### src/rtl/blast_round_ctrl.sv
// Blast game-round sequencer: collects one shot result per player per
// round, then strobes the score unit (b1/b2/startCalc), stop and score_clr.
//
// Ports:
//   clk, rst          clock, synchronous active-high reset
//   start             start/restart request (honoured in IDLE and DONE)
//   p1_valid, p1_res  player-1 result strobe and value (3 scores as 0)
//   p2_valid, p2_res  player-2 result strobe and value (3 scores as 0)
//   b1, b2            registered results presented to the score unit
//   startCalc         one-cycle score-update strobe
//   stop              one-cycle end-of-game strobe
//   score_clr         one-cycle score clear at game start
//   round             current round index, 0-based
//   busy              high while a game is in progress
//   game_over         high once the game has finished
module blast_round_ctrl #(
  parameter int ROUNDS  = 10,
  parameter int TIMEOUT = 50_000_000
) (
  input  logic       clk,
  input  logic       rst,
  input  logic       start,
  input  logic       p1_valid,
  input  logic [1:0] p1_res,
  input  logic       p2_valid,
  input  logic [1:0] p2_res,
  output logic [1:0] b1,
  output logic [1:0] b2,
  output logic       startCalc,
  output logic       stop,
  output logic       score_clr,
  output logic [7:0] round,
  output logic       busy,
  output logic       game_over
);

  localparam int TW = $clog2(TIMEOUT + 1);
  localparam logic [TW-1:0] TLAST = TW'(TIMEOUT - 1);
  localparam logic [7:0] RLAST = 8'(ROUNDS - 1);

  typedef enum logic [2:0] {
    S_IDLE,
    S_COLLECT,
    S_CALC,
    S_STOP,
    S_DONE
  } state_t;

  state_t          r_state;
  logic [TW-1:0]   r_timer;
  logic            r_l1;
  logic            r_l2;
  logic [1:0]      r_d1;
  logic [1:0]      r_d2;

  logic            w_c1;
  logic            w_c2;
  logic [1:0]      w_v1;
  logic [1:0]      w_v2;
  logic [1:0]      w_n1;
  logic [1:0]      w_n2;
  logic            w_both;
  logic            w_tmo;
  logic            w_exit;

  // First strobe per round wins; later ones are ignored.
  assign w_c1 = p1_valid & ~r_l1;
  assign w_c2 = p2_valid & ~r_l2;

  // Code 3 is invalid and scores as a miss.
  assign w_v1 = (p1_res == 2'd3) ? 2'd0 : p1_res;
  assign w_v2 = (p2_res == 2'd3) ? 2'd0 : p2_res;

  // Value handed to the score unit includes a capture on this very edge.
  // An unlatched player holds 0 in r_dX, which is the timeout default.
  assign w_n1 = w_c1 ? w_v1 : r_d1;
  assign w_n2 = w_c2 ? w_v2 : r_d2;

  assign w_both = (r_l1 | p1_valid) & (r_l2 | p2_valid);
  assign w_tmo  = (r_timer == TLAST);
  assign w_exit = w_both | w_tmo;

  always_ff @(posedge clk) begin
    if (rst) begin
      r_state   <= S_IDLE;
      r_timer   <= '0;
      r_l1      <= 1'b0;
      r_l2      <= 1'b0;
      r_d1      <= 2'd0;
      r_d2      <= 2'd0;
      b1        <= 2'd0;
      b2        <= 2'd0;
      startCalc <= 1'b0;
      stop      <= 1'b0;
      score_clr <= 1'b0;
      round     <= 8'd0;
      busy      <= 1'b0;
      game_over <= 1'b0;
    end else begin
      startCalc <= 1'b0;
      stop      <= 1'b0;
      score_clr <= 1'b0;
      case (r_state)
        S_IDLE, S_DONE: begin
          if (start) begin
            r_state   <= S_COLLECT;
            score_clr <= 1'b1;
            round     <= 8'd0;
            r_timer   <= '0;
            r_l1      <= 1'b0;
            r_l2      <= 1'b0;
            r_d1      <= 2'd0;
            r_d2      <= 2'd0;
            busy      <= 1'b1;
            game_over <= 1'b0;
          end
        end
        S_COLLECT: begin
          r_timer <= r_timer + 1'b1;
          if (w_c1) begin
            r_l1 <= 1'b1;
            r_d1 <= w_v1;
          end
          if (w_c2) begin
            r_l2 <= 1'b1;
            r_d2 <= w_v2;
          end
          if (w_exit) begin
            r_state   <= S_CALC;
            b1        <= w_n1;
            b2        <= w_n2;
            startCalc <= 1'b1;
          end
        end
        S_CALC: begin
          if (round == RLAST) begin
            r_state <= S_STOP;
            stop    <= 1'b1;
          end else begin
            r_state <= S_COLLECT;
            round   <= round + 8'd1;
            r_timer <= '0;
            r_l1    <= 1'b0;
            r_l2    <= 1'b0;
            r_d1    <= 2'd0;
            r_d2    <= 2'd0;
          end
        end
        S_STOP: begin
          r_state   <= S_DONE;
          busy      <= 1'b0;
          game_over <= 1'b1;
        end
        default: begin
          r_state <= S_IDLE;
          busy    <= 1'b0;
        end
      endcase
    end
  end

endmodule
### config.mk
export PLATFORM = sky130hd
export DESIGN_NAME = blast_round_ctrl
export DESIGN_NICKNAME = d
export VERILOG_FILES = /design/src/rtl/blast_round_ctrl.sv
export SDC_FILE = /design/constraint.sdc
export NUM_CORES = 1
export LEC_CHECK = 0
export CORE_MARGIN = 2
export CORE_UTILIZATION = 60
export CTS_BUF_LIST = sky130_fd_sc_hd__clkbuf_8
export CTS_CLUSTER_SIZE = 10
export DETAILED_ROUTE_END_ITERATION = 12
export GPL_ROUTABILITY_DRIVEN = 1
export GPL_TIMING_DRIVEN = 1
export PLACE_DENSITY = 0.9
export SYNTH_ARGS = -nofsm -noshare
export SYNTH_HDL_FRONTEND = slang
export SYNTH_SLANG_ARGS = --single-unit
### constraint.sdc
create_clock -name clk -period 3.45 [get_ports clk]
set_clock_uncertainty 0.2 [all_clocks]
set_input_delay 0.345 -clock clk [delete_from_list [all_inputs] [get_ports clk]]
set_output_delay 0.345 -clock clk [all_outputs]
set_load 0.02 [all_outputs]
* Yosys cells after proc, flatten, opt, wreduce, memory -nomap -nowiden
Index checks and enable logic that the tools add are counted.
** Storage, ports and cells
- Input bits :: 9
- Register bits :: 52
- Logic and storage cells :: 88
** Cells by class
- Equal/unequal tests :: 13
- Add/sub/neg operators :: 2
- Reduce and logical (&&, ||, !) cells :: 17
- Bitwise gates (word level) :: 12
- Mux-type cells :: 30
** Operators by type and width (number)
- $pmux 26 s3 :: 1
- $mux 26 :: 2
- $add 26x1->26 const B :: 1
- $eq 26x26->1 const B :: 1
- $mux 8 :: 2
- $pmux 8 s2 :: 1
- $mux 2 :: 7
- $pmux 2 s3 :: 2
- $pmux 3 s4 :: 1
- $ne 2x2->1 const B :: 5
- $reduce_or 2->1 :: 5
- $add 8x1->8 const B :: 1
- $eq 8x4->1 const B :: 1
- $mux 1 :: 8
- $reduce_and 2->1 :: 4
- $reduce_and 4->1 :: 2
- $eq 3x2->1 const B :: 2
- $mux 3 :: 2
- $not 1->1 :: 6
- $pmux 1 s3 :: 2
- $reduce_and 3->1 :: 2
- $eq 2x2->1 const B :: 2
- $pmux 1 s2 :: 2
- $reduce_bool 2->1 :: 2
- 6 further kinds :: 10

* Logic depth before layout (Yosys ltp)
Gate-level depths: netlist of the first run.
- Word-level depth :: 5
- Mapped depth :: 8
- Depth with buffers taken out :: 7

* Worst setup path before layout of the first run
OpenSTA, ideal clock, no wires.
- Path kind :: register to register
- Start point :: register round[1]
- End point :: register r_timer[25]
- Slack :: 1207 ps
- Path buffers :: 1
- Arrival time :: 1922 ps
- Stages on the path, launching flop included :: 9
- Path through :: dfxtp_1 -> inv_1 -> ha_1 -> and4bb_2 -> nand3_2 -> nand3_2 -> buf_2 -> nor4_1 -> mux2_2
** Between the ends
- Cells in the longest elaborated chain, start to end :: 3
** RTL lines
- start: declaration :: line 32 : output logic [7:0] round,
- start signal: assignment :: line 141 : round <= round + 8'd1;
- $eq 8x4->1 :: line 136 : if (round == RLAST) begin
- $ne 2x2->1 (no line)
- $reduce_and 3->1 (no line)
- end signal: assignment :: line 119 : r_timer <= r_timer + 1'b1;
- end: declaration :: line 50 : logic [TW-1:0] r_timer;
Every way passes these cells.
A chain may end at the register's enable or synchronous reset.

* Final worst setup path of the first run
- Start point :: register r_state[1]
- End point :: register r_timer[25]
** Between the ends
- Cells in the longest elaborated chain, start to end :: 4
- Elaborated cells between the ends (all ways) :: 10
- Classes of those cells :: eq/ne: 5; mux: 1; reduce/logical: 4
** RTL lines
- start: declaration :: line 49 : state_t r_state;
- start signal: assignment :: line 85 : r_state <= S_IDLE;
- start signal: assignment :: line 106 : r_state <= S_COLLECT;
- start signal: assignment :: line 129 : r_state <= S_CALC;
- $eq 3x3->1 / $logic_not 3->1 (equally long branches) :: line 103 : case (r_state)
- $reduce_or 2->1 :: line 103
- $ne 2x2->1 (no line) / $reduce_bool 3->1 (equally long branches)
- $reduce_and 3->1 (no line)
Several ways; a longest one is shown, not always the timed one.

==> impl_metrics.json, run 1 <==
{
  "grt_max_degree": 28,
  "cts_root_buf": "clkbuf_8",
  "dpl_worst_slack_ps": 758.1,
  "r2r-start": "r_state[1]",
  "p_per_area_nw_per_um2": 386.6,
  "cts.repair_timing.setup_buffer_count": 0,
  "cts_tree": "yes",
  "cts-resized-gates": 0,
  "setup_viol": 0,
  "drv_slew": 0,
  "rsz0062_at_grt": "no",
  "synth_top_area_share": 0.4183,
  "clk_path_buf_depth": 2,
  "die_area_um2": 4679,
  "m1WireLength_um": 2374,
  "hp-class": "reg2reg",
  "cts.clk_slew.worst_paths_ps": 100,
  "cpMostUsedCell": "nand3_2",
  "avgViaCountPerCell": 6.095,
  "tightest_slew_ps": 572.8,
  "yosysTopAreaCell": "dfxtp_1",
  "critical_path_class": "reg2reg",
  "grt_pass1_wl_um": 8321,
  "io_buffers": 25,
  "post-route-period-util": 0.7378,
  "ys_top_cells_by_area": "dfxtp_1 (42%), nor2_1 (5.1%), xor2_1 (4.9%)",
  "peakVddDrop_v": 0.0003769,
  "r2r-end": "r_timer[25]",
  "crit_path_end_kind": "register",
  "holdPathStages": 2,
  "ys_warn_count": 0,
  "yosysSeqAreaShare": 0.4183,
  "cp_data_required_time_ps": 3460,
  "vias": 2182,
  "grt.total_usage": 0.2337,
  "antenna_found_initial": 0,
  "io_pins": 26,
  "synth_flop_cell": "dfxtp_1",
  "gp_congestion": 0.8317,
  "cts_sinks": 52,
  "total_power_w": 0.001098,
  "synth_edf_count": 0,
  "drc_errors": 0,
  "numCtsBuffers": 5,
  "worstSetupStartpointType": "register",
  "syn_inst": 287,
  "fmax_mhz": 392.9,
  "wl_per_cell_um": 14.37,
  "drt_iter0_markers": 165,
  "cap_violations": 0,
  "min-delay-start": "r_timer[23]",
  "synth_area_um2": 2489,
  "fin_ws_ps": 904.7,
  "start_util": 0.6221,
  "grt_pass1_vias": 1916,
  "dpl.hpwl_um": 3562,
  "wl_met3_um": 215,
  "drt_wl_total_um": 5144,
  "layout.nets": 319,
  "yosysMostFrequentCell": "dfxtp_1",
  "antenna_cells": 0,
  "cp_slowest_cell": "dfxtp_1",
  "syn_nets": 299,
  "drt_pass1_iterations": 4,
  "worst_path_largest_cell_delay_ps": 570,
  "drtAntennaViolNets": 0,
  "synth.distinct_cells": 48,
  "r2r_slack_ps": 900,
  "tns_ps": 0,
  "rows": 23,
  "power_leakage_nw": 0.9856,
  "met2WireLength_um": 2487,
  "area_growth_pct": 14.13,
  "async_reset_ff_frac": 0,
  "die_h_um": 68.40,
  "min_period_ps": 2545,
  "path_max_fanout": 17,
  "synth.top_cells.by_count": "dfxtp_1 (52), nor2_1 (34), a21oi_1 (23)",
  "die_w_um": 68.40,
  "hold_buffers": 0,
  "drive_gt1_frac": 0.07468,
  "reg2regPathDepth": 5,
  "cp_data_arrival_time_ps": 2550,
  "insertion_delay_ps": 310,
  "yosys_register_bits": 52,
  "status": "finished, final reports clean",
  "slew_headroom": 0.6173,
  "grt-ovfl-total": 0,
  "hold_end": "r_timer[23]",
  "htreeDepth": 2,
  "top_layer": "met4",
  "crit_chain": "nor3b_1, nand3_2, nand3_2, nor4_1, mux2_2",
  "hold_viol": 0,
  "avgSynthCellArea_um2": 8.671,
  "fp.coreArea_um2": 4000
}
[area by class of cell]
class	count	area, um2
clock inverters	2	13.76
clock buffers	6	82.58
repair buffers	27	265.3
inverters	11	41.29
fillers	292	1160
flip-flops and latches	52	1041
well taps	50	62.56
multi-input cells	210	1334
[report_power, final]
| group | internal (W) | switching, W | leakage [nW] | total, W |
|---|---|---|---|---|
| clock network | 0.000164 | 0.000200 | 0.0516 | 0.000365 |
| registers | 0.000611 | 0.0000123 | 0.420 | 0.000624 |
| logic | 0.0000452 | 0.0000646 | 0.514 | 0.000110 |
[sequential cells by signal, summed over array words and instances, names as in the netlist]
| register | flops |
|---|---|
| round | 8 |
| r_state | 3 |
| r_d2 | 2 |
| game_over | 1 |
| r_l2 | 1 |
| busy | 1 |
| r_l1 | 1 |
| b1 | 2 |
| stop | 1 |
| startCalc | 1 |
| r_timer | 26 |
| r_d1 | 2 |
| score_clr | 1 |
| b2 | 2 |
[critical path: cells and delay by family (launching register included)]
kind | cells | cell delay, ps
simple gates | 4 | 1400
mux | 1 | 280
flops | 1 | 570
[logic make-up after synthesis]
family / Yosys count / share of synthesized area
multiplexers: 2 / 0.008547
XOR/XNOR: 16 / 0.05631
buffers and inverters: 25 / 0.04575
flip-flops: 52 / 0.4183
adder cells (fa/ha/maj): 3 / 0.01508
AND/OR/NAND/NOR: 126 / 0.2856
AO/OA/AOI/OAI: 63 / 0.1704
[metal layers]
metal / track usage / up-vias
met5: 0 / -
met4: 0.07250 / 0
met3: 0.06086 / 8
met2: 0.3798 / 50
met1: 0.3012 / 1039
li1: - / 1085
[worst max path at each step]
stage / startpoint / endpoint / cells past startpoint
floorplan: round[1] / r_timer[25] / 8
global placement: start / r_timer[25] / 6
detailed placement: start / r_timer[17] / 6
CTS: r_state[1] / r_timer[25] / 5
global route: r_state[1] / r_timer[25] / 5
finish: r_state[1] / r_timer[25] / 5
[placed cells by master (no fill, tap or decap), types with 3 or more instances in the layout]
cell type	instances
dfxtp_1	52
a22oi_1	3
and2_1	6
ha_1	3
nand3_1	10
a31oi_1	4
or4_1	9
nand2_1	13
nor2_1	34
nand2b_1	4
and3_1	5
o31ai_1	9
xor2_1	14
a21oi_1	23
and4_1	3
nor3b_1	4
clkbuf_8	6
inv_1	11
nand3_2	3
clkdlybuf4s50_1	25
o21ai_0	10
nand4_1	13
nor3_1	6
or3_1	5
[stage by stage]
stage               hold WS (ps)  cell area [um2]    util  instances
finish                     289.5             2840  0.7100        358
detailed placement         277.4             2744  0.6860        350
floorplan                  250.3             2489       -        287
CTS                        294.0             2840  0.7100        358
global route               312.4             2840  0.7100        358
global placement           260.7             2744  0.6860        350
No activity file was read; power rests on OpenSTA's default activity.
==> inputs of run 2 (changes only) <==
--- a/config.mk
+++ b/config.mk
@@ -6,13 +6,13 @@
 export NUM_CORES = 1
 export LEC_CHECK = 0
 export CORE_MARGIN = 2
-export CORE_UTILIZATION = 60
+export CORE_UTILIZATION = 53
 export CTS_BUF_LIST = sky130_fd_sc_hd__clkbuf_8
 export CTS_CLUSTER_SIZE = 10
 export DETAILED_ROUTE_END_ITERATION = 12
 export GPL_ROUTABILITY_DRIVEN = 1
 export GPL_TIMING_DRIVEN = 1
-export PLACE_DENSITY = 0.9
+export PLACE_DENSITY = 0.84
 export SYNTH_ARGS = -nofsm -noshare
 export SYNTH_HDL_FRONTEND = slang
 export SYNTH_SLANG_ARGS = --single-unit
==> constraint.sdc (replaced) <==
create_clock -name clk -period 2.2 [get_ports clk]
set_clock_uncertainty 0.2 [all_clocks]
set_input_delay 0.22 -clock clk [delete_from_list [all_inputs] [get_ports clk]]
set_output_delay 0.22 -clock clk [all_outputs]
set_load 0.02 [all_outputs]
==> run 2 against run 1 <==
Power rose by 60%. Cell area rose by 12%. Maximum frequency rose by 17%. Clock power rose by 56%. Via count rose by 7.5%. Global-route usage fell by 0.25 points. Setup slack got worse by 880 ps. Non-clock buffer count rose by 39. Core utilization rose by 0.53 points. Worst hold slack barely moved. Count of clock-buffer cells in the layout fell by 1. Highest routed layer unchanged.
==> impl_metrics.json, run 2 (synthesis results as in run 1) <==
{
  "status": "finished, final reports clean",
  "postLayoutCellArea_um2": 3179,
  "critical_path_class": "reg2reg",
  "avgViaCountPerCell": 5.877,
  "tightest_slew_ps": 445.0,
  "drt_pass1_iterations": 4,
  "path_max_fanout": 6,
  "cts_tree": "yes",
  "clk_path_buf_depth": 2,
  "grt_pass1_vias": 2209,
  "largestRegisters": "r_timer: 26 flops, round: 8 flops, r_state: 3 flops",
  "drv_slew": 0,
  "cts.clk_slew.worst_paths_ps": 100,
  "htreeDepth": 2,
  "placed_area_um2": 3003,
  "largest_reg_flops": 26,
  "cp_data_required_time_ps": 2260,
  "grt_max_degree": 18,
  "gp_congestion": 0.8343,
  "nFillCells": 324,
  "slew_headroom": 0.7023,
  "min_period_ps": 2180,
  "vias": 2345,
  "rows": 24,
  "area_growth_pct": 27.75,
  "io_buffers": 25,
  "cts_root_buf": "clkbuf_8",
  "fp.coreArea_um2": 4444,
  "mostFrequentLayoutCells": "dfxtp_1 (48), buf_4 (40), nor2_1 (34)",
  "antenna_cells": 0,
  "peakVddDrop_v": 0.0004705,
  "die_area_um2": 5260,
  "total_power_w": 0.001758,
  "antenna_found_initial": 0,
  "fmax_mhz": 458.7,
  "dpl_worst_slack_ps": -171.9,
  "grt-ovfl-total": 0,
  "crit_path_end_kind": "register",
  "grt_pass1_wl_um": 9749,
  "p_per_area_nw_per_um2": 552.9,
  "die_h_um": 72.53,
  "drt_wl_total_um": 5794,
  "final_common_cell": "dfxtp_1",
  "power_leakage_nw": 1.176,
  "wl_per_cell_um": 14.52,
  "insertion_delay_ps": 320,
  "drc_errors": 0,
  "post-route-period-util": 0.9909,
  "dpl.hpwl_um": 4057,
  "hold_buffers": 0,
  "numCtsBuffers": 5,
  "cts_sinks": 52,
  "setup_viol": 0,
  "drive_gt1_frac": 0.2133,
  "start_util": 0.5600,
  "grt.total_usage": 0.2312,
  "whs_ps": 289.6,
  "rsz0062_at_grt": "yes",
  "hold_viol": 0,
  "fin_ws_ps": 19.96,
  "die_w_um": 72.53,
  "cap_violations": 0,
  "cp_data_arrival_time_ps": 2240,
  "io_pins": 26,
  "r2r_slack_ps": 20,
  "drt_iter0_markers": 143,
  "worstSetupStartpointType": "register",
  "hp-class": "reg2reg",
  "drtAntennaViolNets": 0,
  "layout.nets": 358,
  "regMostFlops": "r_timer"
}
[run 2: cell type report]
cell class	instances	area (um2)	share of cell area
clock buffers	5	68.82	0.02165
repair buffers	66	561.8	0.1767
inverters	11	41.29	0.01299
clock inverters	3	22.52	0.007084
flip-flops and latches	52	1046	0.3290
multi-input cells	210	1374	0.4321
well taps	52	65.06	0.02046
[run 2: report_power, final]
part           switching [W]  internal (W)
combinational       0.000118     0.0000995
clock               0.000340      0.000229
sequential         0.0000126      0.000959
[run 2: what timing repair did]
action	in CTS	in global routing
setup endpoints to repair	0	12
setup buffers	0	5
gates resized for setup	0	13
[run 2: stage by stage]
step           std cells  TNS, ps  utilization
6_report             399        0       0.7154
5_1_grt              399   -151.0       0.7154
4_1_cts              394        0       0.6962
3_5_place_dp         386    -1714       0.6757
3_3_place_gp         386    -1168       0.6757
2_1_floorplan        287        0            -
[run 2: worst paths after layout]
path,start,end,cells past startpoint
worst max register to register,r_timer[1],r_timer[22],8
worst min register to register,r_timer[23],r_timer[23],2
worst min-delay path,r_timer[23],r_timer[23],2
worst max-delay path,r_timer[1],r_timer[22],8
[run 2: critical path: stages, from the launching register on]
cell and delay, ps:
dfxtp_2 370, ha_4 150, and2_4 150, buf_6 90, and2_4 140, nand4_1 250
buf_4 240, or4_4 410, a21oi_1 120
[run 2: per-layer routing]
| layer | vias up | share of wire | global-route usage |
|---|---|---|---|
| met1 | 1118 | 0.44 | 0.2876 |
| met3 | 12 | 0.042 | 0.04306 |
| met2 | 56 | 0.50 | 0.3949 |
| met5 | - | 0 | 0 |
| li1 | 1159 | - | - |
| met4 | 0 | 0.018 | 0.09053 |
==> inputs of run 3 (changes only) <==
--- a/config.mk
+++ b/config.mk
@@ -6,13 +6,13 @@
 export NUM_CORES = 1
 export LEC_CHECK = 0
 export CORE_MARGIN = 2
-export CORE_UTILIZATION = 53
+export CORE_UTILIZATION = 58
 export CTS_BUF_LIST = sky130_fd_sc_hd__clkbuf_8
 export CTS_CLUSTER_SIZE = 10
 export DETAILED_ROUTE_END_ITERATION = 12
 export GPL_ROUTABILITY_DRIVEN = 1
 export GPL_TIMING_DRIVEN = 1
-export PLACE_DENSITY = 0.84
+export PLACE_DENSITY = 0.87
 export SYNTH_ARGS = -nofsm -noshare
 export SYNTH_HDL_FRONTEND = slang
 export SYNTH_SLANG_ARGS = --single-unit
==> constraint.sdc (replaced) <==
create_clock -name clk -period 2.33 [get_ports clk]
set_clock_uncertainty 0.2 [all_clocks]
set_input_delay 0.233 -clock clk [delete_from_list [all_inputs] [get_ports clk]]
set_output_delay 0.233 -clock clk [all_outputs]
set_load 0.02 [all_outputs]
==> run 3 against run 2 <==
Power fell by 9.0%. Setup slack improved by 130 ps. Non-clock buffer count fell by 19. Critical path type unchanged.
==> impl_metrics.json, run 3 (synthesis results as in run 1) <==
{
  "drtAntennaViolNets": 0,
  "largest_reg_flops": 26,
  "slew_headroom": 0.6615,
  "htreeDepth": 2,
  "gp_congestion": 0.8592,
  "rows": 23,
  "start_util": 0.6133,
  "die_h_um": 69.51,
  "nFillCells": 290,
  "vias": 2261,
  "hold_viol": 0,
  "dpl.hpwl_um": 3997,
  "hp-class": "reg2reg",
  "rsz0062_at_grt": "yes",
  "layout.nets": 339,
  "area_growth_pct": 19.41,
  "multi_input_area_um2": 1334,
  "cts.repair_timing.setup_buffer_count": 0,
  "critical_path_class": "reg2reg",
  "grt.total_usage": 0.2444,
  "numCtsBuffers": 5,
  "grt_pass1_wl_um": 9611,
  "worstSetupStartpointType": "register",
  "final_common_cell": "dfxtp_1",
  "cap_violations": 0,
  "cts_root_buf": "clkbuf_8",
  "drc_errors": 0,
  "drv_slew": 0,
  "r2r-end": "r_timer[25]",
  "io_pins": 26,
  "fin_ws_ps": 151.7,
  "worst_path_largest_cell_delay_ps": 390,
  "fp.coreArea_um2": 4058,
  "cts-resized-gates": 0,
  "grt_pass1_vias": 2093,
  "path_max_fanout": 7,
  "tightest_slew_ps": 506.1,
  "post-route-period-util": 0.9349,
  "seqCellArea_um2": 1041,
  "r2r-start": "r_timer[3]",
  "cts_tree": "yes",
  "drt_wl_total_um": 5627,
  "total_power_w": 0.001599,
  "cp_data_arrival_time_ps": 2180,
  "antenna_found_initial": 0,
  "min-delay-start": "r_timer[16]",
  "avgViaCountPerCell": 5.997,
  "wl_per_cell_um": 14.93,
  "die_area_um2": 4831,
  "grt_max_degree": 17,
  "p_per_area_nw_per_um2": 538.2,
  "whs_ps": 305.7,
  "grt-ovfl-total": 0,
  "antenna_cells": 0,
  "hold_buffers": 0,
  "power_leakage_nw": 1.075,
  "drt_iter0_markers": 183,
  "dpl_worst_slack_ps": -64.75,
  "postLayoutCellArea_um2": 2972,
  "cp_slowest_cell": "dfxtp_1",
  "reg2regPathDepth": 5,
  "status": "finished, final reports clean",
  "clk_path_buf_depth": 2,
  "mostFrequentLayoutCells": "dfxtp_1 (52), nor2_1 (34), clkdlybuf4s50_1 (25)",
  "largestRegisters": "r_timer: 26 flops, round: 8 flops, r_state: 3 flops",
  "setup_viol": 0,
  "crit_chain": "and4_4, and4_1, nand4_1, nor4_1, mux2_2",
  "drt_pass1_iterations": 4,
  "placed_area_um2": 2887,
  "fmax_mhz": 459.1,
  "peakVddDrop_v": 0.0004409,
  "drive_gt1_frac": 0.1254,
  "r2r_slack_ps": 150,
  "hold_end": "r_timer[16]",
  "crit_path_end_kind": "register",
  "cts_sinks": 52,
  "die_w_um": 69.51,
  "io_buffers": 25,
  "regMostFlops": "r_timer",
  "insertion_delay_ps": 310,
  "cts.clk_slew.worst_paths_ps": 90,
  "holdPathStages": 2,
  "cp_data_required_time_ps": 2330,
  "min_period_ps": 2178
}
run 3: how the worst max path moves through the flow:
stage / startpoint / to / slack [ps]
6_report: r_timer[3] / r_timer[25] / 150
5_1_grt: r_timer[9] / b1[0] / -30
3_3_place_gp: start / r_timer[13] / 4
3_5_place_dp: start / r_timer[25] / -60
4_1_cts: r_timer[1] / r_timer[24] / 90
2_1_floorplan: round[1] / r_timer[25] / 90
run 3: final cells by class:
cell class	count	share of cell area
clock buffers	5	0.02316
well taps	50	0.02105
clock inverters	2	0.002947
multi-input cells	210	0.4488
flip-flops and latches	52	0.3503
inverters	11	0.01389
repair buffers	47	0.1398
run 3: where the power goes:
part | total (W) | switching [W] | internal (W)
clock | 0.000488 | 0.000287 | 0.000201
combinational | 0.000190 | 0.000105 | 0.0000850
sequential | 0.000921 | 0.0000164 | 0.000905
run 3: metrics by stage:
stage	TNS (ps)	instances	utilization
floorplan	0	287	-
finish	0	377	0.7323
global route	-34.44	377	0.7323
detailed placement	-339.9	369	0.7114
CTS	0	376	0.7305
global placement	0	369	0.7114
run 3: metal layers:
layer,up-vias,wire length [um],GRT usage
met3,9,306,0.04360
li1,1130,-,-
met2,66,2668,0.3942
met1,1056,2553,0.3263
met4,0,99,0.09368
met5,-,0,0
run 3: worst max-delay path, delay by kind of cell, from the launching register on:
| kind | cells | cell delay (ps) |
|---|---|---|
| and+or+nand+nor | 4 | 1110 |
| muxes | 1 | 380 |
| DFF | 1 | 390 |
